### config.mk
export PLATFORM = sky130hd
export DESIGN_NAME = rg_sample_reader
export DESIGN_NICKNAME = d
export VERILOG_FILES = /design/src/rtl/rg_sample_reader.sv
export SDC_FILE = /design/constraint.sdc
export NUM_CORES = 1
export LEC_CHECK = 0
export ABC_AREA = 1
export CORE_ASPECT_RATIO = 1.1
export CORE_MARGIN = 5
export CORE_UTILIZATION = 32
export CTS_BUF_LIST = sky130_fd_sc_hd__clkbuf_8
export DETAILED_ROUTE_END_ITERATION = 8
export GPL_TIMING_DRIVEN = 1
export PLACE_DENSITY = 0.51
export REMOVE_ABC_BUFFERS = 1
export SLEW_MARGIN = 20
export SYNTH_ARGS = -nofsm -noshare
export SYNTH_HDL_FRONTEND = slang
export SYNTH_SLANG_ARGS = --single-unit
### constraint.sdc
create_clock -name i_clk -period 8 [get_ports i_clk]
set_clock_uncertainty 0.2 [all_clocks]
set_input_delay 0.8 -clock i_clk [delete_from_list [all_inputs] [get_ports i_clk]]
set_output_delay 0.8 -clock i_clk [all_outputs]
set_load 0.01 [all_outputs]
### src/rtl/rg_sample_reader.sv
// Ring-generator TRNG reader: warm-up, decimation, repetition/stuck-at screening, FWFT output FIFO.
// A passing sample shows on o_data the cycle after its sample edge; a full FIFO with no pop drops it (o_drop).
module rg_sample_reader #(
  parameter int DECIM      = 32,
  parameter int WARMUP     = 64,
  parameter int FIFO_DEPTH = 4,
  parameter int RCT_LIMIT  = 4
) (
  input  logic                        i_clk,
  input  logic                        i_rst,
  input  logic                        i_en,
  input  logic [31:0]                 i_rg_data,
  output logic [31:0]                 o_data,
  output logic                        o_valid,
  input  logic                        i_ready,
  output logic [$clog2(FIFO_DEPTH):0] o_level,
  output logic                        o_fault,
  output logic                        o_drop,
  input  logic                        i_clr_fault
);

  localparam int AW = $clog2(FIFO_DEPTH);
  localparam int WW = $clog2(WARMUP + 1);
  localparam int DW = $clog2(DECIM + 1);
  localparam int RW = $clog2(RCT_LIMIT + 1);

  typedef enum logic [1:0] {S_IDLE, S_WARMUP, S_RUN, S_FAULT} state_t;

  state_t          r_state;
  state_t          w_next;
  logic [WW-1:0]   r_wcnt;
  logic [DW-1:0]   r_dcnt;
  logic [31:0]     r_prev;
  logic            r_prev_valid;
  logic [RW-1:0]   r_rep_cnt;
  logic [31:0]     r_mem [FIFO_DEPTH];
  logic [AW:0]     r_wr_ptr;
  logic [AW:0]     r_rd_ptr;
  logic            r_drop;

  logic            w_sample;
  logic            w_fail;
  logic            w_rct_trip;
  logic            w_pop;
  logic            w_push;
  logic            w_full;
  logic            w_flush;
  logic [AW:0]     w_level;

  assign w_level    = r_wr_ptr - r_rd_ptr;
  // Depth is a power of two, so the extra pointer bit of the level is the full flag.
  assign w_full     = w_level[AW];
  assign w_sample   = (r_state == S_RUN) && i_en && (r_dcnt == DW'(DECIM - 1));
  assign w_fail     = (i_rg_data == 32'h0) || (r_prev_valid && (i_rg_data == r_prev));
  assign w_rct_trip = w_sample && w_fail && (r_rep_cnt == RW'(RCT_LIMIT - 1));
  assign w_pop      = o_valid && i_ready;
  assign w_push     = w_sample && !w_fail && (!w_full || w_pop);
  assign w_flush    = (w_next == S_FAULT);

  always_ff @(posedge i_clk or posedge i_rst) begin
    if (i_rst) r_state <= S_IDLE;
    else       r_state <= w_next;
  end

  always_comb begin
    w_next = r_state;
    case (r_state)
      S_IDLE:   if (i_en) w_next = S_WARMUP;
      S_WARMUP: if (!i_en) w_next = S_IDLE;
                else if (r_wcnt == WW'(WARMUP - 1)) w_next = S_RUN;
      S_RUN:    if (!i_en) w_next = S_IDLE;
                else if (w_rct_trip) w_next = S_FAULT;
      S_FAULT:  if (i_clr_fault) w_next = S_IDLE;
      default:  w_next = S_IDLE;
    endcase
  end

  always_comb begin
    o_fault = (r_state == S_FAULT);
    o_valid = (w_level != '0);
    o_level = w_level;
    o_data  = r_mem[r_rd_ptr[AW-1:0]];
    o_drop  = r_drop;
  end

  always_ff @(posedge i_clk or posedge i_rst) begin
    if (i_rst) begin
      r_wcnt <= '0;
      r_dcnt <= '0;
    end else begin
      if (r_state == S_WARMUP) r_wcnt <= r_wcnt + WW'(1);
      else                     r_wcnt <= '0;
      if (r_state != S_RUN || r_dcnt == DW'(DECIM - 1)) r_dcnt <= '0;
      else                                               r_dcnt <= r_dcnt + DW'(1);
    end
  end

  // Health history restarts whenever the sampler goes back to IDLE.
  always_ff @(posedge i_clk or posedge i_rst) begin
    if (i_rst) begin
      r_prev       <= '0;
      r_prev_valid <= 1'b0;
      r_rep_cnt    <= '0;
    end else if (w_next == S_IDLE) begin
      r_prev_valid <= 1'b0;
      r_rep_cnt    <= '0;
    end else if (w_sample) begin
      r_prev       <= i_rg_data;
      r_prev_valid <= 1'b1;
      r_rep_cnt    <= w_fail ? r_rep_cnt + RW'(1) : '0;
    end
  end

  always_ff @(posedge i_clk or posedge i_rst) begin
    if (i_rst) begin
      r_wr_ptr <= '0;
      r_rd_ptr <= '0;
      for (int i = 0; i < FIFO_DEPTH; i++) r_mem[i] <= '0;
    end else if (w_flush) begin
      r_wr_ptr <= '0;
      r_rd_ptr <= '0;
    end else begin
      if (w_push) begin
        r_mem[r_wr_ptr[AW-1:0]] <= i_rg_data;
        r_wr_ptr                <= r_wr_ptr + {{AW{1'b0}}, 1'b1};
      end
      if (w_pop) r_rd_ptr <= r_rd_ptr + {{AW{1'b0}}, 1'b1};
    end
  end

  always_ff @(posedge i_clk or posedge i_rst) begin
    if (i_rst)                               r_drop <= 1'b0;
    else if (i_clr_fault)                    r_drop <= 1'b0;
    else if (w_sample && !w_fail && !w_push) r_drop <= 1'b1;
  end

endmodule

# After elaboration in Yosys (flattened, before gate mapping)

Cells that the tools add are included.

Register bits after elaboration: 186
Word-level logic and storage cells: 87

Add/sub/neg operators: 6
$lt $le $gt $ge: 3
Equality and inequality tests: 9
Mux-type cells: 26
Bitwise operators: 4
Reduce and logical (&&, ||, !) cells: 26

Operators by type and width:

| operator                                                 | number |
|---|---|
| bitwise mux 128 bit                                      | 1 |
| two-way mux 32 bit                                       | 3 |
| binary-select mux 32 bit (select 2 bit)                  | 1 |
| demux 32 bit (select 2 bit)                              | 1 |
| equality test 32 bit                                     | 1 |
| zero test 32 bit                                         | 1 |
| two-way mux 3 bit                                        | 7 |
| two-way mux 2 bit                                        | 6 |
| logical AND 1 bit                                        | 10 |
| adder 3 x 1 -> 3 bit, second input constant              | 3 |
| case mux 2 bit (4 select lines)                          | 1 |
| nonzero test 2 bit                                       | 4 |
| adder 7 x 1 -> 7 bit, second input constant              | 1 |
| equality test 7 x 6 -> 1 bit, second input constant      | 1 |
| two-way mux 7 bit                                        | 1 |
| adder 6 x 1 -> 6 bit, second input constant              | 1 |
| equality test 2 bit, second input constant               | 3 |
| equality test 6 x 5 -> 1 bit, second input constant      | 1 |
| greater-or-equal comparator 3 bit, second input constant | 2 |
| two-way mux 6 bit                                        | 1 |
| inverter 2 -> 3 bit                                      | 2 |
| zero test 2 bit                                          | 2 |
| two-way mux 1 bit                                        | 4 |
| AND reduction 2 bit                                      | 2 |
| other kinds (9)                                          | 14 |

# Longest topological paths before layout

Gate-level depths: netlist (run 1).

Depth after elaboration: 11
Depth in mapped cells: 16
Gate-level depth less buffers: 16

# Least setup slack after synthesis (run 1)

No wires, ideal clock.

Path type: register -> register
Start: register r_wr_ptr[0]
End: register r_mem[104] in the netlist's numbering
Library setup time: 131 ps
Arrival: 2313 ps
Required time: 7669 ps
Path slack: 5356 ps
Cell stages (with the launch flop): 12
Path buffers: 1
Period minus slack after synthesis: 2644 ps
Cell sequence: dfrtp_1 -> inv_1 -> ha_1 -> fa_1 -> xor2_1 -> xor2_1 -> nor2_1 -> nor3_4 -> nand2_2 -> buf_2 -> nand2_1 -> o21ai_0

Longest elaborated chain between the ends: 6
Elaborated cells between the ends (all ways): 14
Those cells by class: 1 x add/sub; 2 x order compare; 3 x mux; 1 x bitwise; 7 x reduce/logical

RTL lines:

| item                                                                                  | line    | source |
|---|---|---|
| from (decl)                                                                           | 37      | `logic [AW:0] r_wr_ptr;` |
| from (signal assigned)                                                                | 125     | `r_wr_ptr <= r_wr_ptr + {{AW{1'b0}}, 1'b1};` |
| inverter 2 -> 3 bit (implied by the code) / subtractor 3 bit (equally long branches)  | 124, 50 |  |
| greater-or-equal comparator 3 bit (implied by the code), or another cell as far along | 124     | `r_mem[r_wr_ptr[AW-1:0]] <= i_rg_data;` |
| logical AND 1 bit, on equally long branches                                           | 124, 56 |  |
| two-way mux 32 bit (implied by the code) / logical OR 1 bit (equally long branches)   | 124, 57 |  |
| demux 32 bit (select 2 bit) / logical AND 1 bit (equally long branches)               | 124, 57 |  |
| bitwise mux 128 bit / AND reduction 2 bit (equally long branches)                     | -       |  |
| to (signal, indexed assignment)                                                       | 124     |  |
| to (decl)                                                                             | 36      | `logic [31:0] r_mem [FIFO_DEPTH];` |

Parallel ways exist; a longest one is shown, timed or not.
A chain may end at the register's enable or synchronous reset.

# Final worst setup path (run 1)

Start: register r_rd_ptr[0]
End: output o_data[22]

Longest elaborated chain between the ends: 4

RTL lines:

| item                                                  | line | source |
|---|---|---|
| from (decl)                                           | 38   | `logic [AW:0] r_rd_ptr;` |
| from (signal assigned)                                | 127  | `if (w_pop) r_rd_ptr <= r_rd_ptr + {{AW{1'b0}}, 1'b1};` |
| inverter 2 -> 3 bit (implied by the code)             | 82   | `o_data = r_mem[r_rd_ptr[AW-1:0]];` |
| binary-select mux 32 bit (select 2 bit)               | 82   |  |
| two-way mux 32 bit (implied by the code) (2 in a row) | 82   |  |
| to (decl)                                             | 13   | `output logic [31:0] o_data,` |

Every way passes these cells. The select of a mux whose other input is x is not followed.

==> results.txt, run 1 <==
The layout-stage area growth over the synthesis result is 17.3%. The worst hold path begins at r_wcnt[0]$_DFF_PP0_. The total track usage is 15.1%. After detailed routing, the total wire length is 22.0 mm. The number of nets in the finished design came out at 1,112.

The count of different cell masters after synthesis is 29. The register-to-register setup slack is 4520 ps. The headroom to the max-slew limit is 43.6%.

The maximum number of pins on one net before global-route repair came out at 73. In this run the critical register-to-register path is launched from r_wr_ptr[0]$_DFFE_PP0P_. STA classifies the critical path startpoint as a flop. The maximum fanout along the worst path came out at 65.

The post-route antenna net violation count came out at 0. The largest voltage drop on the vdd net came out at 0.000105 V. The first-pass iteration count of the detailed router came out at 5. At the worst endpoint, the required time is 7000 ps.

The main flop type after synthesis is dfrtp_1. The number of antenna violations at the first check in global routing is 0. The number of maximum-capacitance violations is 0. The worst setup path is captured at an output port. The die covers 29,700 µm². The final standard cell utilization of the core is 38.0%. The power density over the cells came out at 172 nW/µm². The worst setup path is of the reg -> out kind.

The arrival time at the worst endpoint came out at 3280 ps. The congestion estimate from routability-driven global placement came to 0.740. The number of placed I/O pins is 75. Leaving out fill and tap cells, the most frequent cell in the layout is nand2_1. The total area inside the core boundary comes to 26,100 µm². The total congestion overflow after global routing is 0.

Across all layers, the routed design uses 6,735 vias. After detailed routing, the number of vias per cell comes to 4.71. The share of cells above drive strength 1 came out at 4.83%.

The number of warning messages in the yosys log came out at 0. The count of state elements after synthesis came out at 186. In the final routed layout, each cell accounts on average for 15.4 µm. The post-synthesis cell count came out at 1,012. The quantity of I/O buffers inserted on ports is 74.

The H-tree depth is 4. Averaged over all synthesized cells, the footprint is 8.34 µm². CTS saw 186 sinks. The depth of the worst register-to-register path is 11. The wire-length estimate of the detail-placed layout is 13.6 mm.

The post-synthesis instance area came out at 8440 µm². The number of pins exceeding their max-slew limit in the final report is 0. The minimum period implied by the final worst setup slack is 4280 ps. The worst register-to-register path ends at r_mem[54]$_DFFE_PP0P_.

The worst-case clock buffer depth is 2. Clock tree synthesis selected as its root buffer the cell clkbuf_8. The clock latency reported for the late side of the worst-skew pair is 470 ps. The post-cts hold buffer count is 0. For this run, asynchronously set or reset flops after synthesis account for 100%.

Dividing the final minimum period by the clock period gives 53.5%. The clock transition time at the flip-flop clock pins of the worst setup and hold paths is 110 ps. Counting flops with a built-in enable in the synthesized netlist gives 0. The register cell area after layout came out at 4660 µm².

The antenna diode instance count came out at 0. The vertical die dimension is 180 µm. The via count of the first global-routing pass came out at 6,541. The hold path depth came out at 1.

The area occupied by multi-input gates came out at 3280 µm². Summing the sequential cell areas from Yosys gives 55.1% of the chip area. Buffers inserted during clock tree synthesis total 17. In the final timing run, aggregate negative setup slack is 0 ps. In the routed design, unresolved DRC markers number 0.

The die boundary width is 165 µm. The initial cell density of the core came out at 32.4%. The worst hold path terminates at r_wcnt[0]$_DFF_PP0_. In this run the core area contains 62 standard-cell rows. The pin slew with the least headroom to its limit is 845 ps. The run finished with clean final reports. The post-cts resize count came out at 0. The count of fill cells added during filler insertion is 2,765. The upper clock frequency limit came out at 0.234 GHz. The leakage power came out at 4.61 nW. TritonCTS built the clock tree. The wire length of the first global-routing pass is 35.6 mm. The count of endpoints failing hold in the final timing report is 0. The top cell types in the final layout, fill and taps aside, are nand2_1 (243), o21ai_0 (233), dfrtp_1 (185). The path class of the tightest hold or removal check is reg -> reg.

The number of setup violations in the final report is 0. The initial DRC count came out at 398. The post-CTS setup buffer count came out at 0. Setup repair after global routing left no endpoint under its margin.
[sequential cells by signal, summed over array words and instances (netlist names)]
name / count
r_rep_cnt: 3
r_wr_ptr: 3
r_mem: 128
o_drop: 1
r_state: 2
r_wcnt: 7
r_prev_valid: 1
r_dcnt: 6
r_prev: 32
r_rd_ptr: 3
[cell families after synthesis]
logic type                 synth area share [%]
adders and majority gates                  1.72
AOI/OAI and AO/OA                          17.3
DFF                                        55.1
xor gates and xnor gates                   1.56
and+or+nand+nor                            18.2
buffers and inverters                      6.14
[worst max-delay path: stages, from the launching register on]
cell and delay (ps):
dfrtp_2 450, buf_4 370, inv_2 560, buf_4 450
o21ai_0 130, o22ai_1 240, clkdlybuf4s50_1 590
[how the worst max path moves through the flow]
stage / to / start / slack [ps] / cells past startpoint
after detailed placement: r_mem[124]$_DFFE_PP0P_ / i_rg_data[25] / 4030 / 14
after CTS: o_data[21] / r_rd_ptr[0]$_DFFE_PP0P_ / 3640 / 6
after global routing: o_data[21] / r_rd_ptr[0]$_DFFE_PP0P_ / 3450 / 6
final: o_data[22] / r_rd_ptr[0]$_DFFE_PP0P_ / 3720 / 6
after floorplan: o_drop$_DFFE_PP0P_ / i_rst / 1940 / 1
after global placement: r_mem[98]$_DFFE_PP0P_ / i_rg_data[27] / 4150 / 14
[routing by layer]
metal | part of all wire [%] | track usage, %
met4 | 0.59 | 3.09
met1 | 49 | 21.7
met2 | 46 | 24.0
met3 | 3.6 | 2.72
met5 | 0 | 0
[synth_stat cells (all sizes together) (4+ instances only)]
master	number	area share (%)
buf	13	0.76
xnor2	8	0.83
inv	83	3.7
ha	10	1.5
xor2	7	0.73
nand2	248	11
nor3	4	0.37
nand3	13	0.77
nand4	12	0.89
nor2	104	4.6
o21ai	235	14
a21oi	7	0.41
clkbuf	38	1.7
o22ai	32	2.4
dfrtp	186	55
[stage by stage]
step | setup WS (ps) | total power, mW | hold slack (ps) | area [µm²] | std cells
global placement | 4150 | 1.08 | 249 | 9500 | 1397
detailed placement | 4030 | 1.07 | 251 | 9500 | 1397
CTS | 3640 | 1.73 | 274 | 9900 | 1429
floorplan | 1940 | 1.03 | 231 | 8240 | 961
global route | 3450 | 1.78 | 296 | 9900 | 1429
finish | 3720 | 1.70 | 272 | 9900 | 1429
[area by class of cell]
cell class	instances	share of cell area, %
sequential	186	47.0
multi-input combinational	692	33.1
timing repair buffer	84	8.24
tap	352	4.45
inverter	83	3.20
clock buffer	18	2.50
clock inverter	14	1.49
[power breakdown]
group          switching (mW)  internal (mW)
Combinational          0.0688         0.0318
Clock                   0.379          0.268
Sequential            0.00565          0.947
Total                   0.453           1.25
(Power assumes the default switching activity.)
==> run 2, diff against run 1 <==
==> constraint.sdc (replaced) <==
create_clock -name i_clk -period 4 [get_ports i_clk]
set_clock_uncertainty 0.2 [all_clocks]
set_input_delay 0.4 -clock i_clk [delete_from_list [all_inputs] [get_ports i_clk]]
set_output_delay 0.4 -clock i_clk [all_outputs]
set_load 0.01 [all_outputs]
==> run 2 against run 1 <==
Compared with the run above: cell count increased by 0.14%; critical endpoint is now o_data[23]; clock power grew 100%; global-route usage barely moved.
==> results.txt, run 2 (synthesis gave the netlist of run 1 again) <==
The endpoint identified for the worst register-to-register timing path is r_mem[117]$_DFFE_PP0P_. The post-CTS setup buffer count came out at 0 (unchanged). The share of cells above drive strength 1 is 4.82% (-0.0089 points). The number of antenna violations at the first check in global routing is 0 (unchanged). The number of flip-flops in the largest register is 128 (unchanged). The TritonCTS sink count was 186 (unchanged). The worst register-to-register path begins at r_wr_ptr[0]$_DFFE_PP0P_. The depth of the worst register-to-register path was 11 (unchanged). The post-cts resize count came out at 0 (unchanged). Walking the worst path, the cells encountered are buf_4, o21ai_0, o22ai_1, clkdlybuf4s50_1. The critical path's slowest cell is clkdlybuf4s50_1.

The headroom to the max-slew limit is 51.4% (+7.7 points). The flow ran to the end, and the final reports show no timing, DRC or antenna violations. The quantity of I/O buffers inserted on ports was 74 (unchanged). The maximum number of pins on one net before global-route repair came out at 86 (+18%). The routed design could run at a clock period as short as 3300 ps.

The count of buffering cells on the critical path with inverters included is 2 (-2). The worst setup path is captured at an output port. The portion of the clock cycle consumed by the worst path in the final layout came out at 82.4%. The layout-stage area growth over the synthesis result came out at 18.6%.

The power density over the cells is 342 nW/µm² (+99%). The final routed wirelength across all metal layers is 21.7 mm (-1.3%). The H-tree depth came out at 4 (unchanged). The final standard cell utilization of the core is 38.4% (+0.43 points). The count of fill cells added during filler insertion is 2,784 (+0.69%). The initial DRC count came out at 562 (+41%). The arrival time at the worst endpoint is 2700 ps (-580 ps). The pin slew with the least headroom to its limit was 730 ps (-116 ps).

The critical path in this run is classified as reg -> out. The antenna diode instance count was 0 (unchanged). The number of setup violations in the final report is 0 (unchanged). The area of the die came out at 29,700 µm² (unchanged). The total via count in the routed design is 6,714 (-0.31%). The total track usage is 15.1% (+0.034 points).

The total negative setup slack came out at 0 ps (unchanged). The maximum fanout along the worst path is 64 (-1.5%). Counting flops per register, the top entry is r_mem.

In this run the clock root is driven by a clkbuf_8. The top cell types in the final layout, fill and taps aside, are nand2_1 (243), o21ai_0 (233), dfrtp_1 (185). The number of nets in the finished design came to 1,114 (+0.18%). TritonCTS built the clock tree. The upper clock frequency limit came out at 0.303 GHz.

The post-route antenna net violation count is 0 (unchanged). The first-pass iteration count of the detailed router is 5 (unchanged). The cell family contributing the most delay on the critical path is buffers and inverters. The via count of the first global-routing pass is 6,778 (+3.6%). The initial cell density of the core came out at 32.4% (unchanged).

The worst-case clock buffer depth was 2 (unchanged). The highest cell delay on the worst timing path came out at 620 ps (+30 ps). The wire length of the first global-routing pass came out at 35.9 mm (+0.97%). The library cell used most frequently in the layout, excluding fill and tap cells, is nand2_1. The non-filler instance count after layout came to 1,431 (+0.14%).

The residual DRC count came out at 0 (unchanged). Setup repair after global routing left no endpoint under its margin. The cell count after placement is 1,399 (+0.14%).

The worst setup path is launched from a flop. The die boundary width is 165 µm (unchanged). The number of vias per cell after detailed routing came to 4.69 (-0.45%). The placer's final routability congestion estimate is 0.724 (-2.2%).

The number of buffers created by CTS is 17 (unchanged). The post-cts hold buffer count is 0 (unchanged). The clock transition time at the flip-flop clock pins of the worst setup and hold paths came out at 100 ps (about the same).

The min-delay analysis places its worst path in the category in -> async. The total chip power was 3.43 mW (+100%). The clock latency reported for the late side of the worst-skew pair came out at 460 ps (about the same). The number of placed I/O pins was 75 (unchanged). The largest registers in the layout are r_mem (128), r_prev (32), r_wcnt (7).

The number of pins exceeding their max-slew limit in the final report came out at 0 (unchanged). The leakage power is 4.66 nW (+1.1%). The required time of the critical path is 3400 ps (-3600 ps). The average wire per cell in the routed design is 15.2 µm (-1.4%). The vertical die dimension came out at 180 µm (unchanged). The area inside the core boundary is 26,100 µm² (unchanged). The largest voltage drop on the vdd net is 0.000187 V (+78%).

The number of maximum-capacitance violations is 0 (unchanged). The worst hold slack after final layout was 112 ps (-160 ps). The total congestion overflow after global routing is 0 (unchanged). The register-to-register setup slack came to 1070 ps (-3450 ps).

The count of endpoints failing hold in the final timing report came to 0 (unchanged). The estimated wirelength of the detail-placed design was 13.8 mm (+1.2%). The number of rows in the core area came to 62 (unchanged).
[run 2: layer usage]
metal  vias to the layer above  wire length [µm]  global-route usage [%]
met1                      3190             10800                    21.5
met2                       105              9910                    24.1
met4                         0               198                    3.19
li1                       3404                 -                       -
met5                         -                 0                       0
met3                        15               848                    2.95
[run 2: final cells by class]
class	instances	area, µm²	share of cell area [%]
Sequential cell	186	4660	46.5
Multi-Input combinational cell	692	3270	32.7
Timing Repair Buffer	86	918	9.17
Tap cell	352	440	4.40
Inverter	83	317	3.16
Clock buffer	17	234	2.34
Clock inverter	15	176	1.76
[run 2: worst max-delay path by stage]
stage                             from                     end  slack (ps)  depth (start not counted)
6_report       r_rd_ptr[0]$_DFFE_PP0P_              o_data[23]         700                          4
2_1_floorplan                    i_rst      o_drop$_DFFE_PP0P_       -1660                          1
5_1_grt        r_wr_ptr[0]$_DFFE_PP0P_                 o_valid         560                          7
3_5_place_dp              i_rg_data[3]  r_mem[100]$_DFFE_PP0P_        1040                         13
3_3_place_gp              i_rg_data[3]    r_mem[9]$_DFFE_PP0P_        1060                         13
4_1_cts        r_rd_ptr[0]$_DFFE_PP0P_              o_data[23]         690                          4
[run 2: report_power, final]
| group | total [mW] | switching, mW | internal [mW] | leakage, nW |
|---|---|---|---|---|
| Combinational | 0.203 | 0.136 | 0.0666 | 1.87 |
| Clock | 1.32 | 0.698 | 0.619 | 0.201 |
| Sequential | 1.91 | 0.0110 | 1.89 | 2.59 |
| Total | 3.43 | 0.846 | 2.58 | 4.66 |
[run 2: through the flow]
stage	worst slack, ps	instance area [µm²]
CTS	694	10000
floorplan	-1660	8240
global placement	1060	9600
global route	562	10000
finish	704	10000
detailed placement	1040	9600
==> run 3, diff against run 2 <==
==> constraint.sdc (replaced) <==
create_clock -name i_clk -period 3.05 [get_ports i_clk]
set_clock_uncertainty 0.2 [all_clocks]
set_input_delay 0.305 -clock i_clk [delete_from_list [all_inputs] [get_ports i_clk]]
set_output_delay 0.305 -clock i_clk [all_outputs]
set_load 0.01 [all_outputs]
==> run 3 against run 2 <==
Compared with the run above: sequential power grew 31%; via count grew 1.6%; clock power is 34% higher; first-iteration DRC count down 22%; utilization is 0.57 points higher; worst setup slack worse by 560 ps; power grew 33%; combinational power grew 35%; global-route usage barely moved; final area rose by 1.5%.
==> results.txt, run 3 (synthesis gave the netlist of run 1 again) <==
The flow ran to the end, and the final reports show no timing, DRC or antenna violations. The arrival time at the worst endpoint was 2400 ps (-300 ps). The tightest min-delay check is of the in -> async type. The number of buffers created by CTS came out at 17 (unchanged).

The count of endpoints failing hold in the final timing report came out at 0 (unchanged). The average wire per cell in the routed design came out at 15.0 µm (-1.1%). The share of power burned in registers was 55.0% (-0.6 points).

The element type at the critical path end is an output port. The placer's final routability congestion estimate came out at 0.741 (+2.5%). The leakage power is 4.78 nW (+2.5%). The non-filler instance count after layout is 1,445 (+0.98%). The initial cell density of the core is 32.4% (unchanged).

The register cell area after layout came out at 4660 µm² (unchanged). The met2 track demand over resource came to 24.4% (+0.31 points). The initial DRC count came to 438 (-22%). The upper clock frequency limit came out at 0.345 GHz.

The antenna diode instance count is 0 (unchanged). The post-route antenna net violation count is 0 (unchanged). After global routing, the most crowded layer is met2.

The clock latency reported for the late side of the worst-skew pair is 460 ps (about the same). The clock root buffer master is clkbuf_8. The minimum period implied by the final worst setup slack is 2900 ps. The library cell used most frequently in the layout, excluding fill and tap cells, is nand2_1. The critical path is of the reg -> out type. Compared with the post-synthesis result, the final layout area differs by 20.4%. The total track usage is 15.2% (+0.040 points). The pin slew with the least headroom to its limit came out at 626 ps (-103 ps). The number of pins exceeding their max-slew limit in the final report was 0 (unchanged). The post-cts hold buffer count came out at 0 (unchanged). Setup repair after global routing left no endpoint under its margin. The number of setup violations in the final report came out at 0 (unchanged). The met3 demand-to-capacity share in global routing was 3.59% (+0.64 points). The number of antenna violations at the first check in global routing came out at 0 (unchanged). STA classifies the critical path startpoint as a flop. The residual DRC count came out at 0 (unchanged).

The worst hold slack after final layout was 60.7 ps (-51.3 ps). The final critical path takes up 95.1% of the cycle. The first-pass iteration count of the detailed router was 7 (+2). The fraction of power spent switching nets was 24.8% (+0.076 points). The net switching power of the design is 1.12 mW (+33%). The die boundary width came out at 165 µm (unchanged). The routing usage on met1 is 20.9% (-0.60 points). The headroom to the max-slew limit came out at 58.2% (+6.9 points).

The number of flip-flops in the largest register came to 128 (unchanged). The required time of the critical path came out at 2540 ps (-860 ps). The cell count after placement came out at 1,410 (+0.79%). The estimated wirelength of the detail-placed design is 13.8 mm (+0.31%).

The TritonCTS clock tree is done. The maximum fanout along the worst path is 67 (+4.7%). Ranked by flip-flop count, first place goes to r_mem. The total via count in the routed design is 6,820 (+1.6%). The total chip power was 4.54 mW (+33%). The total congestion overflow after global routing came out at 0 (unchanged). The area inside the core boundary came out at 26,100 µm² (unchanged). The share of total power in the clock network came out at 38.9% (+0.4 points). The via count of the first global-routing pass came out at 6,764 (-0.21%).

The power density over the cells came out at 447 nW/µm² (+31%). The number of vias per cell after detailed routing came out at 4.72 (+0.59%). The number of nets in the finished design is 1,128 (+1.3%). The maximum number of pins on one net before global-route repair came out at 68 (-21%). The internal power came out at 3.42 mW (+32%). The count of fill cells added during filler insertion is 2,734 (-1.8%). The H-tree depth is 4 (unchanged).

The number of rows in the core area came to 62 (unchanged). The clock transition time at the flip-flop clock pins of the worst setup and hold paths is 90 ps (about the same). The share of cells above drive strength 1 is 6.31% (+1.5 points). The total negative setup slack came out at 0 ps (unchanged). The worst-case clock buffer depth is 2 (unchanged). The number of placed I/O pins is 75 (unchanged).

The top cell types in the final layout, fill and taps aside, are nand2_1 (243), o21ai_0 (233), dfrtp_1 (185). The area occupied by multi-input gates is 3280 µm² (+0.19%). The largest voltage drop on the vdd net came out at 0.000199 V (+6.6%). The wire length of the first global-routing pass came to 35.9 mm (-0.17%). The largest registers in the layout are r_mem (128), r_prev (32), r_wcnt (7). The quantity of I/O buffers inserted on ports was 74 (unchanged). The area of the die was 29,700 µm² (unchanged).

The vertical die dimension came to 180 µm (unchanged). The TritonCTS sink count is 186 (unchanged). The number of maximum-capacitance violations is 0 (unchanged). The final routed wirelength across all metal layers came out at 21.7 mm (-0.12%). The share of total power in combinational logic came to 6.0% (about the same).
## run 3: cell count changes in the layout (fill, tap and decap cells not counted), sizes merged
cell           before  now
clkinvlp            4    1
clkbuf             17   18
dlymetal6s2s        0    1
buf                12   26
clkdlybuf4s15       0    1
clkdlybuf4s50      74   72
clkinv              5    7
## run 3: path summary, 6_finish.rpt
check | startpoint | endpoint | slack (ps) | depth (start not counted)
min in group i_clk | i_clr_fault | o_drop$_DFFE_PP0P_ | 220 | 2
max in group asynchronous | i_rst | r_mem[107]$_DFFE_PP0P_ | 1860 | 3
worst min register to register | r_dcnt[0]$_DFF_PP0_ | r_dcnt[0]$_DFF_PP0_ | 270 | 1
worst max register to register | r_wr_ptr[0]$_DFFE_PP0P_ | r_mem[8]$_DFFE_PP0P_ | 220 | 13
worst min-delay path | i_rst | r_mem[43]$_DFFE_PP0P_ | 60 | 2
worst max-delay path | r_rd_ptr[0]$_DFFE_PP0P_ | o_data[21] | 150 | 6
## run 3: timing repair
item,CTS,global route
gates resized for setup,1,5
setup buffers,2,1
pin swaps,1,1
setup endpoints to repair,2,5
## run 3: area by class of cell
class                   count  area share [%]
multi-input cells         692            32.3
clock buffers              18            2.44
clock inverters            14            1.66
well taps                 352            4.33
inverters                  83            3.12
repair buffers            100            10.4
flip-flops and latches    186            45.8
## run 3: per-layer routing
metal | up-vias | wire (µm)
met5 | - | 0
met4 | 0 | 189
met3 | 15 | 830
met2 | 108 | 10100
met1 | 3260 | 10600
li1 | 3437 | -
## run 3: critical path, stage by stage (launching register included)
cell and delay, ps:
dfrtp_2 440, buf_12 210, inv_2 130, buf_12 210, o21ai_0 100, o22ai_1 230, clkdlybuf4s50_1 600
## run 3: power by group through the flow
stage / Sequential [mW] / Clock, mW / Combinational (mW)
4_1_cts: 2.50 / 1.81 / 0.282
6_report: 2.50 / 1.77 / 0.274
3_5_place_dp: 2.55 / 0 / 0.281
3_3_place_gp: 2.55 / 0 / 0.283
5_1_grt: 2.50 / 1.92 / 0.315
2_1_floorplan: 2.55 / 0 / 0.150
## run 3: through the flow
step | setup slack (ps) | util, % | instance area, µm²
after floorplan | -2510 | - | 8240
after global placement | 264 | 37.3 | 9710
after detailed placement | 235 | 37.3 | 9710
after CTS | 16.7 | 38.9 | 10100
after global routing | 5.10 | 39.0 | 10200
final | 148 | 39.0 | 10200
